$ cat src/rtl/dmem_arb_pkg.sv
// Shared types and sizing for the two-port data memory arbiter.
package dmem_arb_pkg;

    localparam int NUM_PORTS  = 2;
    localparam int DMEM_DEPTH = 64;
    localparam int ADDR_W     = 32;
    localparam int DATA_W     = 32;

    typedef enum logic [1:0] {
        ST_IDLE  = 2'd0,
        ST_ISSUE = 2'd1,
        ST_RESP  = 2'd2
    } state_t;

    // True when a word address falls inside the physical data memory.
    function automatic logic addr_in_range(input logic [ADDR_W-1:0] a);
        return a < ADDR_W'(DMEM_DEPTH);
    endfunction

endpackage

$ cat src/rtl/dmem_rr_pick.sv
// Combinational two-port winner selection. A lone requester always wins;
// when both ports request, rr_ptr breaks the tie.
module dmem_rr_pick
    import dmem_arb_pkg::*;
(
    input  logic [NUM_PORTS-1:0] req,
    input  logic                 rr_ptr,
    output logic                 winner,
    output logic                 any_req
);

    // Pick the winning port from the current request vector.
    always_comb begin
        any_req = |req;
        winner  = 1'b0;
        if (req[0] && req[1]) begin
            winner = rr_ptr;
        end else if (req[1]) begin
            winner = 1'b1;
        end
    end

endmodule

$ cat src/rtl/dmem_arbiter.sv
// Two-port data memory arbiter: core load/store (port 0) and debug/DMA
// (port 1) share one single-ported data memory.
// Optional feature: define DMEM_ARB_BOUNDS_EN to reject addresses at or above
// DMEM_DEPTH with an err pulse instead of a memory access.
//
//   state    | meaning
//   ---------+---------------------------------------------------------
//   ST_IDLE  | waiting for a request; captures winner on the next edge
//   ST_ISSUE | one cycle: gnt to winner, memory strobe (or err) driven
//   ST_RESP  | one cycle: read data from memory returned on rvalid/rdata
module dmem_arbiter
    import dmem_arb_pkg::*;
(
    input  logic                              clk,
    input  logic                              reset,
    input  logic [NUM_PORTS-1:0]              req,
    input  logic [NUM_PORTS-1:0]              we,
    input  logic [NUM_PORTS-1:0][ADDR_W-1:0]  addr,
    input  logic [NUM_PORTS-1:0][DATA_W-1:0]  wdata,
    output logic [NUM_PORTS-1:0]              gnt,
    output logic [NUM_PORTS-1:0]              rvalid,
    output logic [NUM_PORTS-1:0][DATA_W-1:0]  rdata,
    output logic [NUM_PORTS-1:0]              err,
    output logic                              mem_write,
    output logic                              mem_read,
    output logic [ADDR_W-1:0]                 mem_addr,
    output logic [DATA_W-1:0]                 mem_wdata,
    input  logic [DATA_W-1:0]                 mem_rdata
);

    state_t              state;
    logic                rr_ptr;
    logic                cap_idx;
    logic                cap_we;
    logic                cap_oob;
    logic [ADDR_W-1:0]   cap_addr;
    logic [DATA_W-1:0]   cap_wdata;
    logic                pick_win;
    logic                pick_any;
    logic                oob_now;

    dmem_rr_pick u_pick (
        .req     (req),
        .rr_ptr  (rr_ptr),
        .winner  (pick_win),
        .any_req (pick_any)
    );

`ifdef DMEM_ARB_BOUNDS_EN
    // Out-of-range check on the address the winner is presenting right now.
    assign oob_now = ~addr_in_range(addr[pick_win]);
`else
    assign oob_now = 1'b0;
    assign err     = '0;
`endif

    // Address and write data only leave the block during ISSUE; elsewhere the
    // bus is parked at zero so the memory sees no stale values.
    always_comb begin
        mem_addr  = '0;
        mem_wdata = '0;
        if (state == ST_ISSUE) begin
            mem_addr  = cap_addr;
            mem_wdata = cap_wdata;
        end
    end

    // Memory read data is registered by the memory at the end of ISSUE, so it
    // is only available during RESP and is steered to the valid port here.
    always_comb begin
        for (int p = 0; p < NUM_PORTS; p++) begin
            rdata[p] = rvalid[p] ? mem_rdata : '0;
        end
    end

    // Arbiter FSM with registered grant, strobe, valid and error outputs.
    always_ff @(posedge clk) begin
        if (reset) begin
            state     <= ST_IDLE;
            rr_ptr    <= 1'b0;
            cap_idx   <= 1'b0;
            cap_we    <= 1'b0;
            cap_oob   <= 1'b0;
            cap_addr  <= '0;
            cap_wdata <= '0;
            gnt       <= '0;
            rvalid    <= '0;
            mem_write <= 1'b0;
            mem_read  <= 1'b0;
`ifdef DMEM_ARB_BOUNDS_EN
            err       <= '0;
`endif
        end else begin
            gnt       <= '0;
            rvalid    <= '0;
            mem_write <= 1'b0;
            mem_read  <= 1'b0;
`ifdef DMEM_ARB_BOUNDS_EN
            err       <= '0;
`endif
            case (state)
                ST_IDLE: begin
                    if (pick_any) begin
                        cap_idx       <= pick_win;
                        cap_we        <= we[pick_win];
                        cap_oob       <= oob_now;
                        cap_addr      <= addr[pick_win];
                        cap_wdata     <= wdata[pick_win];
                        rr_ptr        <= ~pick_win;
                        gnt[pick_win] <= 1'b1;
                        mem_write     <= we[pick_win] & ~oob_now;
                        mem_read      <= ~we[pick_win] & ~oob_now;
`ifdef DMEM_ARB_BOUNDS_EN
                        err[pick_win] <= oob_now;
`endif
                        state         <= ST_ISSUE;
                    end
                end
                ST_ISSUE: begin
                    if (cap_we || cap_oob) begin
                        state <= ST_IDLE;
                    end else begin
                        rvalid[cap_idx] <= 1'b1;
                        state           <= ST_RESP;
                    end
                end
                ST_RESP: begin
                    state <= ST_IDLE;
                end
                default: begin
                    state <= ST_IDLE;
                end
            endcase
        end
    end

endmodule

$ cat config.mk
export PLATFORM = sky130hd
export DESIGN_NAME = dmem_arbiter
export DESIGN_NICKNAME = d
export VERILOG_FILES = /design/src/rtl/dmem_arb_pkg.sv /design/src/rtl/dmem_rr_pick.sv /design/src/rtl/dmem_arbiter.sv
export SDC_FILE = /design/constraint.sdc
export NUM_CORES = 1
export LEC_CHECK = 0
export ABC_AREA = 0
export CELL_PAD_IN_SITES_DETAIL_PLACEMENT = 0
export CELL_PAD_IN_SITES_GLOBAL_PLACEMENT = 2
export CORE_MARGIN = 5
export CORE_UTILIZATION = 20
export DETAILED_ROUTE_END_ITERATION = 10
export PLACE_DENSITY = 0.9
export SETUP_SLACK_MARGIN = 0.1
export SLEW_MARGIN = 10
export SYNTH_ARGS = -nofsm -noshare
export SYNTH_HDL_FRONTEND = slang
export SYNTH_SLANG_ARGS = --single-unit
$ cat constraint.sdc
create_clock -name clk -period 3.46 [get_ports clk]
set_input_delay 0.865 -clock clk [delete_from_list [all_inputs] [get_ports clk]]
set_output_delay 0.865 -clock clk [all_outputs]
set_load 0.02 [all_outputs]
==> results of run 1 <==
-- report_power, final --
part | internal (mW) | total [mW] | leakage, nW | switching, mW
combinational | 0.462 | 0.937 | 2.03 | 0.474
sequential | 0.964 | 1.01 | 0.622 | 0.0444
clock | 0.513 | 0.934 | 0.143 | 0.421
total | 1.94 | 2.88 | 2.80 | 0.940
-- per-layer routing --
| layer | wire length (um) | vias up | global-route usage |
|---|---|---|---|
| met1 | 8475 | 2432 | 0.1746 |
| li1 | - | 2531 | - |
| met2 | 10170 | 224 | 0.2728 |
| met4 | 284 | 0 | 0.04226 |
| met5 | 0 | - | 0 |
| met3 | 1627 | 17 | 0.04185 |
-- synth_stat cells --
library cell,n
a211oi_1,2
a21bo_2,1
a21oi_1,67
a311oi_1,25
a311oi_2,40
and2_1,129
and2_4,1
and4b_1,1
buf_2,12
buf_4,2
buf_6,5
clkbuf_1,55
conb_1,1
dfxtp_1,75
inv_1,1
nand2_1,1
nand2b_1,2
nand3_1,66
nor2_1,2
nor2b_1,2
nor3_1,1
nor3b_1,1
nor4_1,2
o21ai_0,58
o21ai_1,7
or2_1,1
-- worst max-delay path, stage by stage --
cell,delay (ps)
clkdlybuf4s50_1,480
and2_1,230
clkdlybuf4s50_1,640
-- kinds of logic (layout without fill, tap and decap cells) --
family / Yosys count / count (layout) / synth area share
AO/OA/AOI/OAI: 200 / 200 / 0.3290
buffers and inverters: 75 / 332 / 0.07465
flip-flops: 75 / 75 / 0.3281
other: 1 / 2 / 0.0008196
AND/OR/NAND/NOR: 209 / 209 / 0.2674
-- per-stage QoR --
| step | hold WS (ps) | power (mW) | util | instances |
|---|---|---|---|---|
| detailed placement | 420.7 | 1.980 | 0.3468 | 1087 |
| finish | 432.8 | 2.879 | 0.3596 | 1103 |
| global placement | 419.6 | 1.974 | 0.3468 | 1087 |
| floorplan | 403.0 | 1.522 | - | 561 |
| global route | 447.8 | 3.033 | 0.3596 | 1103 |
| CTS | 434.4 | 2.931 | 0.3596 | 1103 |
-- sequential cells by signal (all words and copies together), names as in the netlist --
| signal | count |
|---|---|
| cap_wdata | 32 |
| gnt | 2 |
| cap_idx | 1 |
| rvalid | 2 |
| state | 2 |
| mem_write | 1 |
| cap_we | 1 |
| rr_ptr | 1 |
| mem_read | 1 |
| cap_addr | 32 |
-- final timing paths --
path                                    start      endpoint  slack [ps]  cells past startpoint
worst min register to register        cap_idx     rvalid[0]         430                      1
worst max register to register       state[1]  cap_addr[14]        1550                      4
worst min-delay path                  cap_idx     rvalid[0]         430                      1
worst max-delay path            mem_rdata[29]     rdata[61]         370                      3
-- final cells by class --
| class | count | area share |
|---|---|---|
| clock buffers | 10 | 0.02944 |
| clock inverters | 6 | 0.006012 |
| inverters | 1 | 0.0004625 |
| multi-input cells | 411 | 0.3402 |
| flip-flops and latches | 75 | 0.1850 |
| well taps | 285 | 0.04393 |
| repair buffers | 315 | 0.3949 |
==> results.md, run 1 <==
- Root Driver: clkbuf_16
- Seq cells post-synth: 75
- Fmax: 323.7 MHz
- Post-place setup slack: 309.3 ps
- Share of layout cells above drive strength 1: 0.1002
- Initial Utilization: 0.2027
- CTS Hold Bufs: 0
- Register area: 0.001501 mm2
- CP arrival: roughly 2200 ps
- Mapped Cells: 560
- CP required: ~2600 ps
- Die ar.: between 0.02 and 0.03 mm2
- DR vias: 5204
- Lkg Pwr: 2.798 nW
- TritonCTS buffer count: 9
- Final worst path period need: ~3000 ps
- Vias/cell: 4.718
- Unrepaired setup endpoints after global routing: no
- GP Congestion: approximately 0.7
- Pwr dens: 354.7 mW/mm2
- CTS sink cnt: 75
- Kind of critical path: input pin to output port
- Clock skew: 9.326 ps
- Placed wire-length estimate: about 15 mm
- H-tree depth: 3
- Pin count of the biggest net entering global routing: 69
- Post-route ant nets: 0
- Die Y-Extent: 161.3 um
- Crit path launch type: input pin
- Core Region: 0.02257 mm2
- Period utilization: 0.8929
- Antenna Cells: 0
- DRC viols: 0
- I/O Buffers: between 200 and 300
- Clk slew on worst S/H paths: 70 ps
- Most frequent cells in the layout: clkdlybuf4s50_1 (297), and2_1 (129), dfxtp_1 (75), a21oi_1 (67), nand3_1 (66)
- Synthesized cell area: 0.004576 mm2
- 1st-iter DRT viols: around 270
- Commonest non-fill, non-tap cell in the layout: clkdlybuf4s50_1
- Area of the multi-input gates: 0.002761 mm2
- Worst-Skew Late Latency: 340 ps
- WL per Instance: 18.64 um
- Sequential-to-total area share from yosys stat: 0.3281
- Setup TNS: 0 ps
- CTS tree: done
- Status: finished clean
- Max_cap viols: 0
- Die width: 161.3 um
- PnR worst setup slack: 370.7 ps
- Pre-antenna DRT Iters: 4
- Total Routing Usage GR: 0.1509
- Slew headroom: 0.4747
- Final Max Tran Viols: 0
- Initial antenna violation count: 0
- Worst hold path type: flop to flop
- CP max FO: 2
- CP endpoint kind: output port
- Area growth syn-to-layout: 77.39%
- Filler instances: 2376
- Synth top area share: 0.3281
- Boundary Pins: between 300 and 400
- Post-CTS Setup Bufs: 0
- Top cells by area, synth: dfxtp_1 (33%), and2_1 (18%), a311oi_2 (13%)
- Setup violations, final: 0
- Worst slew pin tran: 787.9 ps
- Clock Path Buffers: 2
- Synth Warn #: 0
- Num rows: 55
- GR Overflow Total: 0
- Distinct cells, synth: 26
- Routed wire length: 20.56 mm
- Cell taking the most area after synthesis: dfxtp_1
- Cell area after placement: 0.007829 mm2
- CTS resizes: 0
- Vias in the first global route: 5299
- Fin nets: 979
- Finished Cell Area: 0.008117 mm2
- Syn Area/Cell: 8.171 um2
- First-pass GRT wire length: 30.95 mm
- VDD IR-drop max: 180.6 uV
- Final Hold Viols: 0
(Power assumes the default switching activity.)
==> run 2: changes to the inputs <==
--- a/config.mk
+++ b/config.mk
@@ -8,10 +8,10 @@
 export ABC_AREA = 0
 export CELL_PAD_IN_SITES_DETAIL_PLACEMENT = 0
 export CELL_PAD_IN_SITES_GLOBAL_PLACEMENT = 2
-export CORE_MARGIN = 5
-export CORE_UTILIZATION = 20
+export CORE_MARGIN = 4
+export CORE_UTILIZATION = 17
 export DETAILED_ROUTE_END_ITERATION = 10
-export PLACE_DENSITY = 0.9
+export PLACE_DENSITY = 0.82
 export SETUP_SLACK_MARGIN = 0.1
 export SLEW_MARGIN = 10
 export SYNTH_ARGS = -nofsm -noshare
==> constraint.sdc (replaced) <==
create_clock -name clk -period 2.6 [get_ports clk]
set_input_delay 0.65 -clock clk [delete_from_list [all_inputs] [get_ports clk]]
set_output_delay 0.65 -clock clk [all_outputs]
set_load 0.02 [all_outputs]
==> run 2 against run 1 <==
  * Register-to-register slack lost 450 ps
  * Clock skew shrank 0.67 ps
  * Clock-buffer cell count is the same
  * Final cell count grew 5.3%
  * Routed wire length grew 3.8%
  * Clock power grew 42%
  * Core utilization shrank 4.8 points
  * Combinational power grew 30%
  * Final area grew 1.0%
  * Worst setup slack lost 260 ps
  * Sequential share of layout area shrank 0.19 points
  * Global-route usage shrank 1.7 points
  * Critical path type unchanged
==> results.md, run 2 (synthesized netlist as in run 1, its figures left out) <==
- WL per Instance: roughly 18 um
- Most frequent cells in the layout: clkdlybuf4s50_1 (173), and2_1 (129), dlygate4sd2_1 (94), dfxtp_1 (75), a21oi_1 (67)
- Die Y-Extent: 172.1 um
- Crit path launch type: input pin
- Die ar.: 0.02960 mm2
- CTS tree: done
- Kind of critical path: input pin to output port
- CP max FO: 2
- Unrepaired setup endpoints after global routing: no
- Slew headroom: 0.6084
- Worst R2R Start: rr_ptr
- Initial antenna violation count: 0
- Setup TNS: 0 ps
- Status: finished clean
- Crit path largest cell delay: 600 ps
- Worst hold endpoint: rvalid[0]
- Fin nets: 987
- Dpl cells: 1145
- Num rows: 59
- Worst hold start: cap_idx
- CP required: 1950 ps
- DR vias: 5263
- Final Hold Viols: 0
- Share of layout cells above drive strength 1: 0.1162
- Setup violations, final: 0
- Placed wire-length estimate: 15.44 mm
- H-tree depth: 3
- Worst hold path type: flop to flop
- CTS sink cnt: 75
- Routed wire length: around 21 mm
- GR Overflow Total: 0
- CTS Hold Bufs: 0
- Boundary Pins: 302
- Worst slew pin tran: approximately 600 ps
- CP cell instances: clkdlybuf4s50_1, and2_1, clkdlybuf4s50_1
- Post-route ant nets: 0
- Sw Share: 0.3207
- TritonCTS buffer count: 9
- Period utilization: 0.9575
- Final Max Tran Viols: 0
- Pwr Total: 3.892 mW
- First-pass GRT wire length: 30.54 mm
- Total Routing Usage GR: 0.1343
- CP arrival: approximately 1800 ps
- Commonest non-fill, non-tap cell in the layout: clkdlybuf4s50_1
- Lkg Pwr: 3.707 nW
- Hold_ws: about 430 ps
- CP Buf/Inv Count: 2
- Final worst path period need: about 2500 ps
- Initial Utilization: 0.1741
- Regs by FF count: cap_addr x32, cap_wdata x32
- R2R Setup Slk: 1100 ps
- VDD IR-drop max: 217.9 uV
- Max_cap viols: 0
- Worst-Skew Late Latency: 350 ps
- Gate power share: 0.313
- Capturing point of the worst reg2reg path: cap_addr[28]
- Core Region: 0.02628 mm2
- Reg2reg path depth: 4
- I/O Buffers: 299
- Crit-path leading delay family: buffers and inverters
- Area growth syn-to-layout: 79.22%
- Die width: between 150 and 200 um
- GP Congestion: 0.7144
- Root Driver: clkbuf_16
- Clock skew: roughly 8.7 ps
- Most used cell, CP: clkdlybuf4s50_1
- CP endpoint kind: output port
- Slowest CP cell: clkdlybuf4s50_1
- Fmax: 401.7 MHz
- Filler instances: 2796
- 1st-iter DRT viols: 248
- Register area: 0.001501 mm2
- Int Power: 2.644 mW
- Post-Layout Cell Count: 1161
- Clk slew on worst S/H paths: 60 ps
- Pre-antenna DRT Iters: 7
- Vias/cell: between 4 and 5
- Antenna Cells: 0
- Clock Path Buffers: 2
- Cells on Worst Hold Path: 1
- Pwr dens: 474.6 mW/mm2
- Part of the power in the clock network: 0.341
- Vias in the first global route: 5218
- DRC viols: 0
- Pin count of the biggest net entering global routing: between 50 and 60
- Sequential power share: 0.346
- Area of the multi-input gates: 0.002761 mm2
- Switching pwr: 1.248 mW
==> run 2: cell types whose count changed in the layout (fill, tap and decap cells not counted), moves of 13 or more <==
cell	change
buf_4	+13
clkdlybuf4s50_1	-124
dlygate4sd2_1	+94
dlymetal6s2s_1	+23
==> run 2: worst register-to-register path, cell delays in order (launching register included) <==
cell	delay (ps)
dfxtp_1	380
nand2b_2	350
buf_12	240
nand3_1	150
a311oi_2	300
==> run 2: power groups by stage <==
stage	logic (mW)	clock network, mW	registers (mW)
3_5_place_dp	1.28	0	1.37
6_report	1.22	1.33	1.35
4_1_cts	1.24	1.37	1.35
2_1_floorplan	0.667	0	1.36
5_1_grt	1.32	1.43	1.36
3_3_place_gp	1.28	0	1.37
==> run 2: per-stage QoR <==
stage / setup WS (ps) / instance area (um2) / utilization
floorplan: 788.2 / 4579 / -
global placement: -9.139 / 7949 / 0.3025
detailed placement: -16.86 / 7949 / 0.3025
CTS: 100.7 / 8142 / 0.3098
global route: 101.4 / 8200 / 0.3120
finish: 110.6 / 8200 / 0.3120
==> run 2: cell type report <==
| class | count | share of cell area |
|---|---|---|
| timing repair buffer | 323 | 0.3906 |
| multi-input combinational | 411 | 0.3367 |
| sequential | 75 | 0.1831 |
| tap | 335 | 0.05111 |
| clock buffer | 10 | 0.02914 |
| clock inverter | 6 | 0.008850 |
| inverter | 1 | 0.0004577 |
==> run 2: how the worst max path moves through the flow <==
stage,start,to,slack [ps],depth (start not counted)
detailed placement,mem_rdata[0],rdata[0],-20,3
global route,mem_rdata[2],rdata[34],100,3
floorplan,req[1],cap_wdata[10],790,7
finish,mem_rdata[2],rdata[34],110,3
CTS,mem_rdata[16],rdata[16],100,3
global placement,mem_rdata[0],rdata[0],-9,3
==> run 2: per-layer routing <==
metal / wire length [um] / global-route usage / part of all wire / up-vias
li1: - / - / - / 2546
met1: 8671 / 0.1573 / 0.41 / 2466
met2: 10520 / 0.2399 / 0.49 / 238
met3: 1881 / 0.03727 / 0.088 / 13
met4: 275 / 0.03759 / 0.013 / 0
met5: 0 / 0 / 0 / -
==> run 2: repair_timing <==
item                                   in CTS  in global routing
buffers inserted                            0                  0
gates resized for setup                    95                 24
cloned                                      0                  0
endpoints found under the hold margin       0                  0
setup endpoints to repair                  95                 24
==> run 3: changes to the inputs <==
--- a/config.mk
+++ b/config.mk
@@ -11,6 +11,7 @@
 export CORE_MARGIN = 4
 export CORE_UTILIZATION = 17
 export DETAILED_ROUTE_END_ITERATION = 10
+export GPL_TIMING_DRIVEN = 0
 export PLACE_DENSITY = 0.82
 export SETUP_SLACK_MARGIN = 0.1
 export SLEW_MARGIN = 10
==> run 3 against run 2 <==
  * Clock-buffer cell count is the same
  * Fmax is 0.51% higher
  * Sequential power about the same
  * Die area did not move
  * Flip-flop and latch count is the same
  * Register-to-register slack worse by 800 ps
  * Global-route usage is 1.6 points higher
  * Critical path depth unchanged
  * Critical endpoint is now rdata[4]
  * Largest cell class unchanged
  * Largest power group is now clock
  * Highest routed layer is now met5
==> results.md, run 3 (synthesized netlist as in run 1, its figures left out) <==
- I/O Buffers: about 300
- Final Hold Viols: 0
- CP max FO: 2
- DR vias: 5433
- Post-Layout Cell Count: about 1.2k
- Regs by FF count: cap_addr x32, cap_wdata x32
- TritonCTS buffer count: 9
- Status: finished clean
- Final Max Tran Viols: 0
- Kind of critical path: input pin to output port
- Pre-antenna DRT Iters: 6
- Most frequent cells in the layout: clkdlybuf4s50_1 (173), and2_1 (129), dfxtp_1 (73), a21oi_1 (67), nand3_1 (66)
- Hold_ws: around 420 ps
- Vias in the first global route: 5632
- Clock Path Buffers: 2
- Unrepaired setup endpoints after global routing: no
- Lkg Pwr: 3.749 nW
- GP Congestion: approximately 0.74
- PnR worst setup slack: 123.3 ps
- Boundary Pins: 302
- Worst hold endpoint: rvalid[0]
- Commonest non-fill, non-tap cell in the layout: clkdlybuf4s50_1
- DRC viols: 0
- Share of layout cells above drive strength 1: 0.1189
- GR Overflow Total: 0
- Dpl cells: 1194
- Antenna Cells: 0
- Vias/cell: 4.490
- CP endpoint kind: output port
- Worst hold start: cap_idx
- 1st-iter DRT viols: 206
- Post-CTS Setup Bufs: 0
- First-pass GRT wire length: 33.60 mm
- Die width: ~170 um
- Pwr dens: between 500 and 600 mW/mm2
- Fmax: between 400 and 500 MHz
- Crit path launch type: input pin
- Setup violations, final: 0
- Placed wire-length estimate: 18.25 mm
- WL per Instance: 19.30 um
- Pin count of the biggest net entering global routing: 14
- Worst-Skew Late Latency: about 340 ps
- Die Y-Extent: 172.1 um
- Post-place setup slack: -544.9 ps
- VDD IR-drop max: between 200 and 300 uV
- Capturing point of the worst reg2reg path: gnt[0]
- CTS tree: done
- Worst slew pin tran: 866.3 ps
- Initial Utilization: 0.1741
- CP arrival: 1830 ps
- Cells on Worst Hold Path: 1
- Worst hold path type: flop to flop
- R2R Setup Slk: 300 ps
- Reg2reg path depth: 5
- Post-route ant nets: 0
- Register area: 0.001504 mm2
- Num rows: 59
- Slew headroom: 0.4203
- Final worst path period need: about 2500 ps
- Max_cap viols: 0
- Area growth syn-to-layout: 82.66%
- Period utilization: 0.9526
- Worst R2R Start: state[1]
- Total Routing Usage GR: 0.1502
- Area of the multi-input gates: 0.002736 mm2
- Clk slew on worst S/H paths: 60 ps
- Routed wire length: 23.36 mm
- Clock skew: 12.62 ps
- Core Region: ~0.026 mm2
- Root Driver: clkbuf_16
- Die ar.: 0.02960 mm2
- H-tree depth: 3
- Pwr Total: 4.197 mW
- CTS sink cnt: 75
- CP required: between 1500 and 2000 ps
- Filler instances: 2836
- Fin nets: just over 1k
- Initial antenna violation count: 1
==> run 3: changes by cell type in the layout (fill, tap and decap cells not counted), sizes merged, moves of 3 or more <==
cell,change
buf,-13
clkdlybuf4s15,+30
dlygate4sd2,-41
dlymetal6s2s,+7
bufinv,+3
clkbuf,+66
==> run 3: worst max-delay path by stage <==
stage                     slack [ps]           from  cells after the start             to
after floorplan                  790         req[1]                      7  cap_wdata[10]
after global placement          -550       state[0]                      5    mem_addr[9]
after detailed placement        -540       state[0]                      5    mem_addr[9]
after CTS                        100  mem_rdata[10]                      3      rdata[42]
after global routing             100       state[0]                      5   mem_addr[14]
final                            120   mem_rdata[4]                      3       rdata[4]
==> run 3: layout make-up <==
class / instances / share of cell area
Tap cell: 335 / 0.05015
Timing Repair Buffer: 298 / 0.3513
Clock buffer: 10 / 0.02859
Multi-Input combinational cell: 411 / 0.3274
Clock inverter: 6 / 0.01632
Buffer: 74 / 0.04581
Inverter: 1 / 0.0004491
Sequential cell: 75 / 0.1799
==> run 3: power breakdown <==
part / total [mW] / switching [mW] / leakage (nW) / internal (mW)
Sequential: 1.35 / 0.0644 / 0.623 / 1.28
Clock: 1.60 / 0.540 / 0.179 / 1.06
Combinational: 1.24 / 0.663 / 2.95 / 0.581
Total: 4.20 / 1.27 / 3.75 / 2.93
==> run 3: through the flow <==
step                TNS (ps)  instance area [um2]  utilization
CTS                        0                 8285       0.3153
global route               0                 8358       0.3180
global placement      -25530                 7981       0.3037
finish                     0                 8358       0.3180
detailed placement    -25030                 7981       0.3037
floorplan                  0                 4579            -
==> run 3: metal layers <==
layer | vias to the layer above | share of wire | routed length, um | global-route usage
met5 | - | 0.00056 | 13 | 0
met4 | 2 | 0.021 | 493 | 0.04375
met3 | 29 | 0.094 | 2186 | 0.04527
met2 | 241 | 0.47 | 11080 | 0.2630
met1 | 2502 | 0.41 | 9580 | 0.1776
li1 | 2659 | - | - | -
==> run 3: critical path, cell delays in order <==
cell and delay [ps]:
clkdlybuf4s50_1 460, and2_1 110, clkdlybuf4s50_1 600
==> run 3: what timing repair did <==
item                                    CTS  global route
hold buffers                              0             0
pin swaps                                 0             0
endpoints found under the setup margin  127            81
resized for setup                       119            84
